**src/rtl/inst_fetch.sv**
```systemverilog
// ============================================================================
// Module   : inst_fetch
// Purpose  : Instruction fetch stage. Holds a small word-addressed instruction
//            memory and a program counter, and presents one 32-bit instruction
//            per cycle with a valid flag. Supports downstream stall, PC
//            redirect, program loading while idle/halted and halt detection.
//            Instruction layout: MUXsel[31] rd[30:25] rs[24:19]
//            ALUopsel[18:15] rt[14:9] imm[8:0].
// Options  : IFETCH_HALT_EN - when defined, fetching 32'hFFFF_FFFF stops the
//            stage in HALT instead of presenting the word downstream.
// Revision : 1.0 - initial release
// ============================================================================
`default_nettype none

module inst_fetch #(
  parameter int DEPTH  = 64,
  parameter int ADDR_W = 6
) (
  input  logic              clk,
  input  logic              rst_n,
  input  logic              start,
  input  logic              stall,
  input  logic              redirect_valid,
  input  logic [ADDR_W-1:0] redirect_pc,
  input  logic              prog_we,
  input  logic [ADDR_W-1:0] prog_addr,
  input  logic [31:0]       prog_data,
  output logic [31:0]       inst,
  output logic              inst_valid,
  output logic [ADDR_W-1:0] pc_out,
  output logic              busy,
  output logic              halted
);

  typedef enum logic [1:0] {
    S_IDLE  = 2'd0,
    S_FETCH = 2'd1,
    S_HALT  = 2'd2
  } state_t;

  state_t            state;
  logic [ADDR_W-1:0] pc;
  logic [31:0]       mem [DEPTH];
  logic [31:0]       fetch_word;
  logic              is_halt;

  assign fetch_word = mem[pc];

`ifdef IFETCH_HALT_EN
  localparam logic [31:0] HALT_WORD = 32'hFFFF_FFFF;
  assign is_halt = (fetch_word == HALT_WORD);
`else
  // Without halt detection every word, including all-ones, is an instruction.
  assign is_halt = 1'b0;
`endif

  // Program load port: writes only land while the stage is not fetching.
  always_ff @(posedge clk) begin
    if (prog_we && (state != S_FETCH)) begin
      mem[prog_addr] <= prog_data;
    end
  end

  // Fetch control FSM with registered outputs.
  always_ff @(posedge clk) begin
    if (!rst_n) begin
      state      <= S_IDLE;
      pc         <= '0;
      inst       <= '0;
      inst_valid <= 1'b0;
      pc_out     <= '0;
      busy       <= 1'b0;
      halted     <= 1'b0;
    end else begin
      case (state)
        S_IDLE: begin
          inst_valid <= 1'b0;
          if (start) begin
            state <= S_FETCH;
            pc    <= '0;
            busy  <= 1'b1;
          end
        end

        S_FETCH: begin
          if (redirect_valid) begin
            // Redirect wins over stall and costs exactly one bubble.
            pc         <= redirect_pc;
            inst_valid <= 1'b0;
          end else if (!stall) begin
            if (is_halt) begin
              // Halt word is swallowed; pc parks on its address.
              inst_valid <= 1'b0;
              state      <= S_HALT;
              busy       <= 1'b0;
              halted     <= 1'b1;
            end else begin
              inst       <= fetch_word;
              pc_out     <= pc;
              inst_valid <= 1'b1;
              pc         <= pc + ADDR_W'(1);
            end
          end
        end

        S_HALT: begin
          inst_valid <= 1'b0;
          if (start) begin
            state  <= S_FETCH;
            pc     <= '0;
            busy   <= 1'b1;
            halted <= 1'b0;
          end
        end

        default: begin
          state      <= S_IDLE;
          inst_valid <= 1'b0;
          busy       <= 1'b0;
          halted     <= 1'b0;
        end
      endcase
    end
  end

endmodule

`default_nettype wire

```
**config.mk**
```make
export PLATFORM = sky130hd
export DESIGN_NAME = inst_fetch
export DESIGN_NICKNAME = d
export VERILOG_FILES = /design/src/rtl/inst_fetch.sv
export SDC_FILE = /design/constraint.sdc
export NUM_CORES = 2
export LEC_CHECK = 0
export CAP_MARGIN = 25
export CORE_ASPECT_RATIO = 1.5
export CORE_MARGIN = 1.5
export CORE_UTILIZATION = 45
export DETAILED_ROUTE_END_ITERATION = 8
export GPL_TIMING_DRIVEN = 0
export PLACE_DENSITY = 0.59
export SETUP_SLACK_MARGIN = 0.5
export SLEW_MARGIN = 20
export SYNTH_ARGS = -nofsm -noshare
export SYNTH_HDL_FRONTEND = slang
export SYNTH_SLANG_ARGS = --single-unit
```
**constraint.sdc**
```tcl
create_clock -name clk -period 8.4 [get_ports clk]
set_clock_uncertainty 0.1 [all_clocks]
set_input_delay 1.26 -clock clk [delete_from_list [all_inputs] [get_ports clk]]
set_output_delay 1.26 -clock clk [all_outputs]
set_load 0.005 [all_outputs]
```
# After elaboration in Yosys (flattened, before gate mapping)
# Memory sizes are Yosys's and may differ from the RTL's. A register that Yosys moved wholly into a read port is not among the register bits.
# Cells that the tools add are included.
word_totals:
  output_inout_bits: 41
  ramBits: 2048
  input_bits: 50
  mem_count: 1
  regBits: 17
  word_cells: 42
classes:
  bitwise_logic: 5
  n_addsub: 1
  n_eq_ne: 6
  n_reduce_logical: 11
  mux: 12
memory_table:
  columns: ["name", "words", "word_bits", "rd", "rd_clocked_by_memory_dff", "write_ports", "line", "source"]
  rows:
  - ["mem", 64, 32, 1, 1, 1, "43", "logic [31:0] mem [DEPTH];"]
ops:
  columns: ["op", "n"]
  rows:
  - ["two-way mux 6 bit", 3]
  - ["case mux 6 bit (2 select lines)", 1]
  - ["adder 6 x 1 -> 6 bit, second input constant", 1]
  - ["AND reduction 3 bit", 2]
  - ["NOT 1 bit", 5]
  - ["two-way mux 1 bit", 4]
  - ["inequality test 2 x 1 -> 1 bit, second input constant", 2]
  - ["case mux 1 bit (2 select lines)", 2]
  - ["case mux 2 bit (2 select lines)", 1]
  - ["AND reduction 2 bit", 2]
  - ["OR reduction 2 bit", 2]
  - ["inequality test 3 bit, second input constant", 1]
  - ["OR reduction 3 bit", 1]
  - ["equality test 2 x 1 -> 1 bit, second input constant", 1]
  - ["equality test 2 bit, second input constant", 1]
  - ["zero test 2 bit", 1]
  - ["two-way mux 2 bit", 1]
  - ["inequality test 2 bit, second input constant", 1]
  - ["nonzero test 2 bit", 1]
  - ["logical AND 1 bit", 1]
  - ["zero test 1 bit", 1]

# Depth between registers and ports, before layout
depth:
  depth_word: 4
  mapped_depth: 10
  depth_no_buf: 6

# Worst setup path after synthesis
# OpenSTA, ideal clock, no wires.
synth_timing:
  path_type: "input to register"
  startpoint: "in prog_addr[4]"
  endpoint: "mem mem[16][0], enable pin"
  path_slack_ps: 4430
  required_ps: 7879
  path_buffers: 2
  arrival_ps: 3449
  stages: 4
  path_cell_list: "clkbuf_1 or3b_2 clkbuf_1 nor2_1"
synth_rtl:
  columns: ["item", "line", "source"]
  rows:
  - ["from (decl)", "26", "input logic [ADDR_W-1:0] prog_addr,"]
  - ["to (decl)", "43", null]
# No word-level cell before the write port.

==> impl_metrics.xml <==
<?xml version="1.0" encoding="UTF-8"?>
<metrics>
  <group name="timing">
    <metric name="relSlewSlack" unit="">0.204</metric>
    <metric name="tns" unit="ns">0</metric>
    <metric name="achievable_frequency" unit="GHz">0.236</metric>
    <metric name="timing_worst_slew_pin_value" unit="ns">1.19</metric>
    <metric name="setup_viol" unit="">0</metric>
    <metric name="min_period_over_period" unit="">0.505</metric>
    <metric name="fin_crit" unit="ns">4.25</metric>
    <metric name="hold_violations" unit="">0</metric>
    <metric name="maxSlewViolCount" unit="">0</metric>
    <metric name="rsz0062_at_grt" unit="">no</metric>
  </group>
  <group name="logic_synthesis">
    <metric name="number_of_flops_mapped_to_enable_cells_by_yosys" unit="">2048</metric>
    <metric name="synth.cell_area" unit="um2">79900</metric>
    <metric name="synth-seq-area-share" unit="">0.781</metric>
    <metric name="netlist_instances" unit="">3655</metric>
    <metric name="netlist-cell-type-count" unit="">56</metric>
    <metric name="post_syn_nets" unit="">3706</metric>
    <metric name="synth_top_area_frac" unit="">0.770</metric>
    <metric name="synth_seq_cells" unit="">2094</metric>
    <metric name="post-synth-top-area-cell" unit="">edfxtp_1</metric>
    <metric name="predominant_post_synthesis_flop_cell" unit="">edfxtp_1</metric>
    <metric name="post_synth_main_area_contributors" unit="">edfxtp_1 77%, mux4_2 13%, mux2i_1 2.1%</metric>
    <metric name="yosysWarnings" unit="">0</metric>
    <metric name="synthArstFlopShare" unit="">0</metric>
    <metric name="postSynthAreaPerCell" unit="um2">21.9</metric>
  </group>
  <group name="global_route">
    <metric name="routing_usage_on_met2" unit="">0.479</metric>
    <metric name="grt_pass1_vias" unit="">41200</metric>
    <metric name="grt_pass1_wl" unit="um">346000</metric>
    <metric name="grt_start_max_net_pins" unit="">65</metric>
    <metric name="antenna_found_initial" unit="">18</metric>
    <metric name="grt_util_met1" unit="">0.339</metric>
    <metric name="grt_busiest_layer" unit="">met2</metric>
    <metric name="groute.usage.overall" unit="">0.285</metric>
    <metric name="gr-total-overflow" unit="">0</metric>
    <metric name="globalRouteMet3Util" unit="">0.0528</metric>
  </group>
  <group name="run">
    <metric name="cap_viol_max_count" unit="">0</metric>
  </group>
  <group name="drt">
    <metric name="postRouteWirelength" unit="um">257000</metric>
    <metric name="dr.first_iter.drc_count" unit="">5250</metric>
    <metric name="via_count" unit="">41100</metric>
    <metric name="detailedRoute.firstPassIterationCount" unit="">5</metric>
    <metric name="wl_per_cell" unit="um">39.3</metric>
    <metric name="post-route-drc-count" unit="">0</metric>
    <metric name="ant_nets" unit="">0</metric>
    <metric name="routed_via_count_divided_by_cell_count" unit="">6.29</metric>
  </group>
  <group name="clocking">
    <metric name="clk_lat_worst_skew" unit="ns">0.89</metric>
    <metric name="clock_sinks" unit="">2094</metric>
    <metric name="post-cts-setup-buffers" unit="">0</metric>
    <metric name="cts_max_path_buffers" unit="">4</metric>
    <metric name="clk_pin_slew_worst_paths" unit="ns">0.06</metric>
    <metric name="post_cts_resized" unit="">0</metric>
    <metric name="tritoncts.num_buffers" unit="">192</metric>
    <metric name="cts-root-buf" unit="">clkbuf_16</metric>
    <metric name="cts_htree_levels" unit="">4</metric>
    <metric name="postCtsHoldBufs" unit="">0</metric>
    <metric name="cts_tree" unit="">yes</metric>
  </group>
  <group name="pwr">
    <metric name="p_leak" unit="nW">28.2</metric>
    <metric name="clkPwrFrac" unit="">0.407</metric>
    <metric name="pwr-share-comb" unit="">0.046</metric>
    <metric name="power.share.sequential" unit="">0.547</metric>
    <metric name="intPower" unit="mW">16.5</metric>
    <metric name="totalPowerFinal" unit="mW">21.0</metric>
    <metric name="switching_share" unit="">0.214</metric>
    <metric name="net-switching-power" unit="mW">4.51</metric>
    <metric name="ir_drop" unit="V">0.000150</metric>
    <metric name="power_density_over_cell_area" unit="nW/um2">226</metric>
  </group>
  <group name="setup_path">
    <metric name="crit_arrival" unit="ns">4.87</metric>
    <metric name="cp_data_required_time" unit="ns">9.03</metric>
    <metric name="critical_path.most_common_cell" unit="">buf_2</metric>
    <metric name="timing.critical_path.slowest_cell_delay" unit="ns">0.88</metric>
    <metric name="timing.critical_path.from_type" unit="">flip-flop</metric>
    <metric name="ws_path_type" unit="">reg2reg</metric>
    <metric name="crit_path_cell_trace" unit="">buf_2, buf_2, buf_2, clkbuf_1, nand4_1, and4b_1</metric>
    <metric name="worst-path-max-fanout" unit="">10</metric>
    <metric name="cell_at_the_slowest_stage_of_the_critical_path" unit="">clkbuf_1</metric>
    <metric name="critical_path.endpoint_type" unit="">flip-flop</metric>
  </group>
  <group name="place">
    <metric name="place.port_buffers" unit="">84</metric>
    <metric name="placedCellCount" unit="">6177</metric>
    <metric name="gpl.final_weighted_congestion" unit="">0.990</metric>
    <metric name="post-dp-hpwl" unit="um">180000</metric>
  </group>
  <group name="finish">
    <metric name="instances_no_fill" unit="">6533</metric>
    <metric name="layout-area-overhead-vs-synth" unit="%">16.7</metric>
    <metric name="mostFrequentLayoutCells" unit="">2,048 x edfxtp_1, 448 x mux4_2, 195 x clkbuf_16</metric>
    <metric name="design.final.nets" unit="">4132</metric>
    <metric name="most_common_cell_after_layout_fill_and_taps_aside" unit="">edfxtp_1</metric>
    <metric name="post_route_cells_drive_above_1_share" unit="">0.272</metric>
  </group>
  <group name="floorplan">
    <metric name="die_h" unit="um">519</metric>
    <metric name="core_region_area" unit="um2">177000</metric>
    <metric name="floorplan.rows" unit="">189</metric>
    <metric name="die_x" unit="um">347</metric>
    <metric name="die-area" unit="um2">180000</metric>
    <metric name="floorplan.initialDensity" unit="">0.452</metric>
    <metric name="num_io_pins" unit="">91</metric>
  </group>
  <group name="outcome">
    <metric name="outcome" unit="">finished clean</metric>
  </group>
  <group name="hold_path">
    <metric name="timing.hold.worst.class" unit="">reg2reg</metric>
  </group>
</metrics>
[synth_stat cells (8+ instances only)]
| cell type | number |
|---|---|
| buf_6 | 28 |
| a21oi_1 | 29 |
| buf_4 | 38 |
| o21ai_0 | 46 |
| and3_1 | 22 |
| a211oi_1 | 27 |
| a21boi_0 | 8 |
| nand2_1 | 122 |
| a22oi_1 | 80 |
| a2111oi_0 | 41 |
| edfxtp_1 | 2048 |
| nor4_1 | 24 |
| mux2i_1 | 171 |
| a221oi_1 | 10 |
| mux4_2 | 448 |
| dfxtp_1 | 46 |
| nand4_1 | 28 |
| nor2_1 | 86 |
| nor2b_1 | 35 |
| a22o_1 | 20 |
| clkbuf_1 | 67 |
| mux2_2 | 24 |
| o22ai_1 | 33 |
| nand3_1 | 17 |
| buf_2 | 71 |
[power by group through the flow]
stage,clock network (mW),logic (mW),registers [mW]
final,8.56,0.964,11.5
after global routing,8.98,0.988,11.5
after floorplan,0,0.402,11.7
after CTS,8.62,0.962,11.5
after global placement,0,0.881,11.8
after detailed placement,0,0.961,11.7
[critical path: cells and delay by family, from the launching register on]
family,cells,cell delay [ns]
buf+inv,4,2.68
simple gates,2,0.86
flops,1,0.48
[logic make-up after synthesis]
kind of cell | after synthesis | share of synthesized area
other | 1 | 0.0000469
buffers and inverters | 210 | 0.0154
adders and majority gates | 1 | 0.000157
xor gates and xnor gates | 2 | 0.000219
AOI/OAI and AO/OA | 328 | 0.0291
muxes | 643 | 0.151
and+or+nand+nor | 376 | 0.0230
DFF | 2094 | 0.781
[layer usage]
| layer | part of all wire | up-vias |
|---|---|---|
| met3 | 0.079 | 619 |
| met1 | 0.35 | 22000 |
| met4 | 0.076 | 12 |
| met2 | 0.50 | 2139 |
| li1 | - | 16300 |
| met5 | 0.00033 | - |
[state kept, by name, summed over array words and instances (netlist names)]
signal,count
state,1
pc_out,6
pc,6
inst_valid,1
inst,32
mem,2048
[worst paths after layout]
kind                    from    endpoint  slack (ns)  cells after the start
hold reg to reg   inst_valid  inst_valid        0.37                      2
hold / removal    inst_valid  inst_valid        0.37                      2
setup reg to reg       pc[3]     inst[7]        4.15                      6
setup / recovery       pc[3]     inst[7]        4.15                      6
[per-stage QoR]
step	utilization	cell area, um2	setup WS [ns]	hold WS [ns]
after global placement	0.473	83600	1.56	0.353
after global routing	0.528	93200	4.24	0.409
after floorplan	-	79900	4.43	0.338
after CTS	0.528	93200	4.30	0.373
after detailed placement	0.494	87300	3.69	0.362
final	0.528	93300	4.15	0.373
[area by class of cell]
cell class / instances / area [um2]
Antenna cell: 7 / 17.5
Buffer: 207 / 1230
Clock buffer: 248 / 5130
Clock inverter: 99 / 831
Fill cell: 13500 / 83400
Inverter: 3 / 11.3
Multi-Input combinational cell: 1351 / 16800
Sequential cell: 2094 / 62400
Tap cell: 2292 / 2870
Timing Repair Buffer: 232 / 3910
(Power assumes the default switching activity.)
